[config.mk]
export PLATFORM = sky130hd
export DESIGN_NAME = otter_fetch_queue
export DESIGN_NICKNAME = d
export VERILOG_FILES = /design/src/rtl/otter_fetch_pkg.sv /design/src/rtl/otter_fq_fifo.sv /design/src/rtl/otter_fetch_queue.sv
export SDC_FILE = /design/constraint.sdc
export NUM_CORES = 1
export LEC_CHECK = 0
export ABC_AREA = 1
export BUFFER_PORTS_ARGS = -buffer_cell sky130_fd_sc_hd__clkbuf_2
export CORE_ASPECT_RATIO = 0.9
export CORE_UTILIZATION = 60
export CTS_BUF_LIST = sky130_fd_sc_hd__clkbuf_4 sky130_fd_sc_hd__clkbuf_8
export CTS_CLUSTER_SIZE = 24
export DETAILED_ROUTE_END_ITERATION = 8
export HOLD_SLACK_MARGIN = 0.03
export PLACE_DENSITY = 0.81
export SETUP_SLACK_MARGIN = 0.15
export SLEW_MARGIN = 20
export SYNTH_ARGS = -nofsm -noshare
export SYNTH_HDL_FRONTEND = slang
export SYNTH_SLANG_ARGS = --single-unit
[constraint.sdc]
create_clock -name CLK -period 6.9 [get_ports CLK]
set_input_delay 1.38 -clock CLK [delete_from_list [all_inputs] [get_ports CLK]]
set_output_delay 1.38 -clock CLK [all_outputs]
set_load 0.005 [all_outputs]
[src/rtl/otter_fetch_pkg.sv]
// Shared types for the Otter instruction-fetch queue: queue entry layout,
// sequencing states and the canonical NOP encoding.
package otter_fetch_pkg;

  typedef struct packed {
    logic [31:0] ir;
    logic [31:0] pc;
  } fq_entry_t;

  typedef enum logic {
    STREAM = 1'b0,
    HOLD   = 1'b1
  } fq_state_t;

  localparam logic [31:0] NOP_IR = 32'h0000_0013;

endpackage

[src/rtl/otter_fq_fifo.sv]
// Small circular buffer of {ir, pc} entries for the fetch queue.
// Flush wins over push; storage is cleared on reset so the head reads as zero.
module otter_fq_fifo
  import otter_fetch_pkg::*;
#(
  parameter int DEPTH = 4,
  localparam int PTR_W = $clog2(DEPTH),
  localparam int CNT_W = PTR_W + 1
) (
  input  logic             clk_i,
  input  logic             rst_ni,
  input  logic             push_i,
  input  logic             pop_i,
  input  logic             flush_i,
  input  fq_entry_t        push_data_i,
  output logic [CNT_W-1:0] count_o,
  output fq_entry_t        head_o
);

  fq_entry_t        mem_q [DEPTH];
  logic [PTR_W-1:0] wr_ptr_q, wr_ptr_d;
  logic [PTR_W-1:0] rd_ptr_q, rd_ptr_d;
  logic [CNT_W-1:0] count_q, count_d;

  always_comb begin
    wr_ptr_d = wr_ptr_q;
    rd_ptr_d = rd_ptr_q;
    count_d  = count_q;
    if (flush_i) begin
      wr_ptr_d = '0;
      rd_ptr_d = '0;
      count_d  = '0;
    end else begin
      if (push_i) wr_ptr_d = wr_ptr_q + 1'b1;
      if (pop_i)  rd_ptr_d = rd_ptr_q + 1'b1;
      count_d = count_q + CNT_W'(push_i) - CNT_W'(pop_i);
    end
  end

  always_ff @(posedge clk_i or negedge rst_ni) begin
    if (!rst_ni) begin
      for (int i = 0; i < DEPTH; i++) mem_q[i] <= '0;
      wr_ptr_q <= '0;
      rd_ptr_q <= '0;
      count_q  <= '0;
    end else begin
      if (push_i && !flush_i) mem_q[wr_ptr_q] <= push_data_i;
      wr_ptr_q <= wr_ptr_d;
      rd_ptr_q <= rd_ptr_d;
      count_q  <= count_d;
    end
  end

  assign count_o = count_q;
  assign head_o  = mem_q[rd_ptr_q];

endmodule

[src/rtl/otter_fetch_queue.sv]
// Otter fetch front end: owns the fetch PC, drives memory port 1 and queues
// returned instructions for decode. Optional same-cycle bypass: OTTER_FQ_BYPASS_EN.
module otter_fetch_queue
  import otter_fetch_pkg::*;
#(
  parameter int          DEPTH    = 4,
  parameter logic [31:0] RESET_PC = 32'h0000_0000,
  parameter int          ADDR_W   = 14
) (
  input  logic              CLK,
  input  logic              RESET_N,
  input  logic              REDIRECT,
  input  logic [31:0]       REDIRECT_PC,
  output logic              MEM_RDEN1,
  output logic [ADDR_W-1:0] MEM_ADDR1,
  input  logic [31:0]       MEM_DOUT1,
  output logic              DE_VALID,
  input  logic              DE_READY,
  output logic [31:0]       DE_IR,
  output logic [31:0]       DE_PC
);

  localparam int CNT_W = $clog2(DEPTH) + 1;
  localparam logic [CNT_W:0] DEPTH_C = (CNT_W + 1)'(DEPTH);

  logic [31:0]      fetch_pc_q, fetch_pc_d;
  logic [31:0]      inflight_pc_q, inflight_pc_d;
  logic             inflight_q, inflight_d;
  fq_state_t        state_q, state_d;
  logic [31:0]      issue_addr;
  logic [CNT_W-1:0] count;
  logic [CNT_W:0]   occ;
  fq_entry_t        head, ret_entry;
  logic             ret_vld, pop, issue_ok, fifo_push, fifo_pop;

  assign issue_addr = REDIRECT ? (REDIRECT_PC & 32'hFFFF_FFFC) : fetch_pc_q;
  assign MEM_ADDR1  = issue_addr[ADDR_W+1:2];
  assign ret_vld    = inflight_q & ~REDIRECT;
  assign ret_entry  = '{ir: MEM_DOUT1, pc: inflight_pc_q};
  assign pop        = DE_VALID & DE_READY;

  // Occupancy once the in-flight word lands and this cycle's pop leaves.
  assign occ      = {1'b0, count} + (CNT_W + 1)'(inflight_q) - (CNT_W + 1)'(pop);
  assign issue_ok = REDIRECT | (occ < DEPTH_C);

`ifdef OTTER_FQ_BYPASS_EN
  logic byp;
  assign byp       = ret_vld & (count == '0);
  assign DE_VALID  = ((count != '0) | byp) & ~REDIRECT;
  assign DE_IR     = byp ? MEM_DOUT1 : head.ir;
  assign DE_PC     = byp ? inflight_pc_q : head.pc;
  assign fifo_push = ret_vld & ~(byp & DE_READY);
  assign fifo_pop  = pop & ~byp;
`else
  assign DE_VALID  = (count != '0) & ~REDIRECT;
  assign DE_IR     = head.ir;
  assign DE_PC     = head.pc;
  assign fifo_push = ret_vld;
  assign fifo_pop  = pop;
`endif

  otter_fq_fifo #(.DEPTH(DEPTH)) u_fifo (
    .clk_i       (CLK),
    .rst_ni      (RESET_N),
    .push_i      (fifo_push),
    .pop_i       (fifo_pop),
    .flush_i     (REDIRECT),
    .push_data_i (ret_entry),
    .count_o     (count),
    .head_o      (head)
  );

  always_ff @(posedge CLK or negedge RESET_N) begin
    if (!RESET_N) state_q <= STREAM;
    else          state_q <= state_d;
  end

  always_comb begin
    state_d = state_q;
    unique case (state_q)
      STREAM: if (!issue_ok && !REDIRECT) state_d = HOLD;
      HOLD:   if (issue_ok || REDIRECT)   state_d = STREAM;
      default: state_d = STREAM;
    endcase
  end

  // HOLD resumes issuing in the same cycle the condition clears.
  always_comb begin
    MEM_RDEN1 = 1'b0;
    unique case (state_q)
      STREAM:  MEM_RDEN1 = RESET_N & issue_ok;
      HOLD:    MEM_RDEN1 = RESET_N & issue_ok;
      default: MEM_RDEN1 = 1'b0;
    endcase
  end

  always_comb begin
    fetch_pc_d    = fetch_pc_q;
    inflight_pc_d = inflight_pc_q;
    inflight_d    = 1'b0;
    if (MEM_RDEN1) begin
      fetch_pc_d    = issue_addr + 32'd4;
      inflight_pc_d = issue_addr;
      inflight_d    = 1'b1;
    end
  end

  always_ff @(posedge CLK or negedge RESET_N) begin
    if (!RESET_N) begin
      fetch_pc_q    <= RESET_PC;
      inflight_pc_q <= '0;
      inflight_q    <= 1'b0;
    end else begin
      fetch_pc_q    <= fetch_pc_d;
      inflight_pc_q <= inflight_pc_d;
      inflight_q    <= inflight_d;
    end
  end

endmodule

After elaboration in Yosys (flattened, before gate mapping)

Cells that the tools add are included.

Bits in registers: 328
Input port bits: 68
Output and inout port bits: 80
Logic and storage cells: 52

Add/subtract/negate cells: 7
Order comparisons: 4
Muxes and demuxes: 13
Bitwise logic cells: 8
Reduce and logical (&&, ||, !) cells: 6

Operator list:

| operator              | number |
|---|---|
| $bwmux 256            | 1 |
| $mux 64               | 3 |
| $bmux 64 s2           | 1 |
| $demux 64 s2          | 1 |
| $add 32x3->32 const B | 1 |
| $mux 32               | 1 |
| $mux 2                | 4 |
| $ge 3x3->1 const B    | 2 |
| $not 2->3             | 2 |
| $add 2x1->2 const B   | 2 |
| $add 3x1->4           | 1 |
| $and 1x1->1           | 4 |
| $lt 4x3->1 const B    | 1 |
| $reduce_bool 2->1     | 2 |
| $sub 4x1->4           | 1 |
| $add 3x1->3           | 1 |
| $lt 3x1->1 const B    | 1 |
| $mux 3                | 1 |
| $reduce_bool 3->1     | 1 |
| $sub 3x1->3           | 1 |
| $logic_and 1x1->1     | 2 |
| $logic_not 1->1       | 1 |
| $mux 1                | 1 |
| $not 1->1             | 1 |
| $or 1x1->1            | 1 |

Logic depth before layout (Yosys ltp)

Depth after elaboration: 8
Gate-level depth with buffers: 21
Depth with buffers taken out: 17

Cells and area by module

From an unflattened synthesis, not the netlist that was laid out.

Cell total of the unflattened synthesis: 1,964
Area total of the unflattened synthesis: 15,815.2 sq um

Modules (own cells, without submodules):

| module            | instances | cells an instance | area each (sq um) | seq. area each (sq um) |
|---|---|---|---|---|
| otter_fq_fifo     | 1         | 1,428             | 11,931.4          | 6,581.3 |
| otter_fetch_queue | 1         | 536               | 3,883.7           | 1,526.5 |

Worst setup path after synthesis

No wires, ideal clock.

Path type: input to output
Start point: input port REDIRECT
End point: output port MEM_RDEN1
Arrival: 3.353 ns
Data required time: 5.520 ns
Path slack: 2.167 ns
Stages on the path: 17
Buffers on the path: 4
Cells stage by stage: buf_6 -> buf_12 -> buf_6 -> a31oi_1 -> nand2_1 -> inv_1 -> ha_1 -> inv_1 -> ha_1 -> inv_1 -> nor2_1 -> nand2_1 -> nand2_1 -> nand2_1 -> nand3_1 -> a21boi_2 -> buf_2

Word-level cells in the longest chain between the ends: 7

Ends and longest elaborated chain:

| element      | RTL line                                         | source |
|---|---|---|
| from (decl)  | otter_fetch_queue.sv:12                          | `input logic REDIRECT,` |
| $not 1->1    | otter_fetch_queue.sv:55                          | `assign DE_VALID = (count != '0) & ~REDIRECT;` |
| $and 1x1->1  | otter_fetch_queue.sv:55                          |  |
| via DE_VALID | otter_fetch_queue.sv:17                          | `output logic DE_VALID,` |
| $and 1x1->1  | otter_fetch_queue.sv:40                          | `assign pop = DE_VALID & DE_READY;` |
| $sub 4x1->4  | otter_fetch_queue.sv:43                          | `assign occ = {1'b0, count} + (CNT_W + 1)'(inflight_q) - (CNT_W + 1)'(pop);` |
| $lt 4x3->1   | otter_fetch_queue.sv:44                          | `assign issue_ok = REDIRECT \| (occ < DEPTH_C);` |
| $or 1x1->1   | otter_fetch_queue.sv:44                          |  |
| $and 1x1->1  | otter_fetch_queue.sv:91, otter_fetch_queue.sv:92 |  |
| to (decl)    | otter_fetch_queue.sv:14                          | `output logic MEM_RDEN1,` |

The timed path passes the listed nets, and every way through them passes these cells.

Final worst setup path

Start point: register u_fifo.rd_ptr_q[0]
End point: output port DE_PC[29]

Word-level cells in the longest chain between the ends: 4

Ends and longest elaborated chain:

| element                                     | RTL line                | source |
|---|---|---|
| from (decl)                                 | otter_fq_fifo.sv:22     | `logic [PTR_W-1:0] rd_ptr_q, rd_ptr_d;` |
| from (signal assigned)                      | otter_fq_fifo.sv:49     | `rd_ptr_q <= rd_ptr_d;` |
| $not 2->3 (implied by the code)             | otter_fq_fifo.sv:55     | `assign head_o = mem_q[rd_ptr_q];` |
| $bmux 64 s2                                 | otter_fq_fifo.sv:55     |  |
| $mux 64 (implied by the code) (2 in series) | otter_fq_fifo.sv:55     |  |
| to (decl)                                   | otter_fetch_queue.sv:20 | `output logic [31:0] DE_PC` |

Every way passes these cells. The select of a mux whose other input is x is not followed.

==> impl_metrics.py <==
metrics = {
    "run_status": {
        "status": "completed",
    },
    "global_routing": {
        "grt_pass1_vias": 11871,
        "grt_overflow_total": 0,
        "grt_pass1_wl_um": 57400,
        "antenna_found_initial": 0,
        "grt_max_degree": 117,
        "grtUsageTotal_pct": 27.9,
    },
    "cells_and_area": {
        "fin_nets": 1962,
        "final_cell_area_mm2": 0.0165,
        "drive_gt1_share_pct": 16.9,
        "area_growth_pct": 11.7,
        "num_antenna_cells": 0,
    },
    "die": {
        "coreArea_mm2": 0.0243,
        "num_io_pins": 148,
        "start_util_pct": 61.1,
        "die_w_um": 168,
        "fp.dieH_um": 151,
        "die-area_mm2": 0.0253,
        "core.rowCount": 54,
    },
    "worst_setup_path": {
        "start_kind": "register",
        "critPathArrivalTime_ns": 3.79,
        "cpMostUsedCell": "buf_4",
        "crit_required_ns": 5.52,
        "crit_chain": "clkinv_2 -> buf_4 -> buf_4 -> o21ai_0 -> o22ai_1 -> clkbuf_2",
        "end_kind": "primary output",
        "cp-endpoint": "DE_PC[29]",
        "r2r_cells": 17,
        "rrSetupSlack_ns": 3.54,
        "crit_start": "u_fifo.rd_ptr_q[0]$_DFFE_PN0P_",
        "crit_fanout": 76,
        "r2r_end": "inflight_pc_q[18]$_DFFE_PN0P_",
        "slowest_stage": "clkinv_2",
        "r2r_start": "u_fifo.count_o[1]$_DFF_PN0_",
        "crit_path_max_incr_delay_ns": 1.03,
        "criticalPathCategory": "register to primary output",
    },
    "placed_design": {
        "dp_hpwl_um": 20500,
        "place_area_mm2": 0.0154,
        "place.gp.congestion": 0.893,
        "portBuffers": 143,
        "dp_slack_ns": 1.87,
    },
    "synthesis": {
        "yosysSeqAreaShare_pct": 53.4,
        "ys_top_cells_by_area": "dfrtp_1 (53%), o21ai_0 (14%), nand2_1 (12%), nor2_1 (3.7%), inv_1 (2.9%)",
        "synth_cell_types": 30,
        "syn_area_per_cell_um2": 8.24,
        "synth-seq-cells": 316,
        "yosysWarnings": 0,
        "async_reset_ff_share_pct": 100,
        "syn_inst": 1799,
        "synth_area_mm2": 0.0148,
        "synth_area_leader_cell": "dfrtp_1",
        "synth_ff_type": "dfrtp_1",
        "synth_top_area_share_pct": 53.4,
        "synth_edf_count": 0,
    },
    "sta": {
        "finalCriticalPeriod_ns": 5.17,
        "setup_viol": 0,
        "rsz0062_at_grt": "no",
        "relSlewSlack_pct": 29.2,
        "fin_skew_ns": 0.0132,
        "fin_tns_setup_ns": 0,
        "report.final.slew_viol_count": 0,
        "period_share_pct": 75.0,
        "fin_ws_ns": 1.73,
        "hold_viol": 0,
        "fmax_mhz": 193,
        "worst_pin_slew_ns": 1.06,
    },
    "clocking": {
        "post_cts_buffers": 0,
        "cts_made_buffers": 49,
        "clock_latency_ns": 0.57,
        "cts_buffer_depth": 3,
        "cts.sinks": 316,
        "cts-hold-fix-buffers": 0,
        "cts_resized": 0,
        "clkSlewWorstSetupHoldPaths_ns": 0.06,
        "cts_root_buffer": "clkbuf_8",
        "htreeDepth": 2,
        "cts_tree": "yes",
    },
    "detailed_routing": {
        "routed_wl_um": 34400,
        "first_pass_iters": 7,
        "wl_per_cell_um": 15.5,
        "avgViaCountPerCell": 5.55,
        "ant_nets": 0,
        "vias": 12357,
        "drcViolationCount": 0,
        "drtIter0Drc": 1122,
    },
    "pwr": {
        "power_density_mw_per_mm2": 443,
        "leakage_nw": 8.29,
        "p_sw_w": 0.00274,
        "peakVddDrop_mv": 0.246,
        "p_seq_share_pct": 42.7,
        "sw_frac_of_total_pct": 37.4,
        "power.internal_w": 0.00458,
        "p_comb_share_pct": 33.6,
        "clockPowerShare_pct": 23.6,
        "total_power_w": 0.00733,
    },
    "flow_run": {
        "drv_cap": 0,
    },
    "worst_hold_path": {
        "worstHoldPathType": "register to register",
    },
}
[state kept, by name (all words and copies together), names as in the netlist]
| register | count |
|---|---|
| fetch_pc_q | 30 |
| inflight_pc_q | 30 |
| inflight_q | 1 |
| u_fifo.count_o | 3 |
| u_fifo.mem_q | 248 |
| u_fifo.rd_ptr_q | 2 |
| u_fifo.wr_ptr_q | 2 |
[per-layer routing]
layer	GRT usage [%]	routed length [um]	vias to the layer above
met5	0	0	-
li1	-	-	5987
met2	45.6	16000	400
met1	39.0	15800	5932
met4	7.98	469	0
met3	4.47	2240	38
[placed cells by master (no fill, tap or decap), types with 10 or more instances in the layout]
cell type / netlist / layout
buf_4: 17 / 14
clkbuf_2: 0 / 142
clkbuf_8: 0 / 68
dfrtp_1: 316 / 314
ha_1: 10 / 10
inv_1: 116 / 115
nand2_1: 476 / 472
nand2_2: 34 / 34
nand2_4: 8 / 12
nand3_1: 35 / 35
nor2_1: 145 / 145
nor2_2: 15 / 15
o21ai_0: 424 / 424
o22ai_1: 62 / 62
[cell families (layout without fill, tap and decap cells)]
| family | count (synthesis) | after routing | share of synthesized area (%) |
|---|---|---|---|
| adder cells (fa/ha/maj) | 11 | 11 | 0.980 |
| AO/OA/AOI/OAI | 492 | 492 | 17.2 |
| buffers and inverters | 247 | 366 | 7.57 |
| other | 1 | 2 | 0.0253 |
| flip-flops | 316 | 316 | 53.4 |
| XOR/XNOR | 7 | 7 | 0.414 |
| AND/OR/NAND/NOR | 725 | 725 | 20.4 |
[worst min-delay path by stage]
stage	from	to	slack, ns	depth (start not counted)
2_1_floorplan	fetch_pc_q[31]$_DFFE_PN0P_	fetch_pc_q[31]$_DFFE_PN0P_	0.44	2
3_3_place_gp	fetch_pc_q[31]$_DFFE_PN0P_	fetch_pc_q[31]$_DFFE_PN0P_	0.46	2
3_5_place_dp	fetch_pc_q[31]$_DFFE_PN0P_	fetch_pc_q[31]$_DFFE_PN0P_	0.46	2
4_1_cts	fetch_pc_q[31]$_DFFE_PN0P_	fetch_pc_q[31]$_DFFE_PN0P_	0.48	2
5_1_grt	fetch_pc_q[16]$_DFFE_PN0P_	fetch_pc_q[16]$_DFFE_PN0P_	0.49	2
6_report	fetch_pc_q[31]$_DFFE_PN0P_	fetch_pc_q[31]$_DFFE_PN0P_	0.48	2
[critical path: cells and delay by family, from the launching register on]
kind,cells,cell delay [ns]
buf+inv,4,1.99
flops,1,0.88
compound gates,2,0.31
[per-stage QoR]
| step | instances | hold WS, ns | util [%] |
|---|---|---|---|
| finish | 2227 | 0.478 | 68.2 |
| global route | 2227 | 0.490 | 68.2 |
| CTS | 2227 | 0.479 | 68.2 |
| detailed placement | 2140 | 0.462 | 63.6 |
| global placement | 2140 | 0.458 | 63.6 |
| floorplan | 1800 | 0.444 | - |
[area by class of cell]
cell class,instances,area [um2]
clock buffer,77,1000
clock inverter,10,110
fill,1949,7710
inverter,120,459
multi-input combinational,1237,5820
sequential,316,7910
tap,308,385
timing repair buffer,159,853
[synth_stat cells (3+ instances only)]
cell	number
inv_1	116
o22ai_1	62
inv_2	3
nand2_1	476
nor2_4	7
ha_1	10
xor2_1	7
buf_2	35
nand3_1	35
buf_6	4
buf_12	3
nand2_2	34
dfrtp_1	316
nor2_1	145
buf_4	17
clkbuf_1	68
nand2_4	8
o21ai_0	424
nor2_2	15
[power groups by stage]
stage	registers, W	clock network [W]	logic, W
floorplan	0.00297	0	0.00173
global placement	0.00310	0	0.00237
detailed placement	0.00314	0	0.00246
CTS	0.00312	0.00177	0.00248
global route	0.00322	0.00184	0.00284
finish	0.00313	0.00173	0.00246
(Power assumes the default switching activity.)
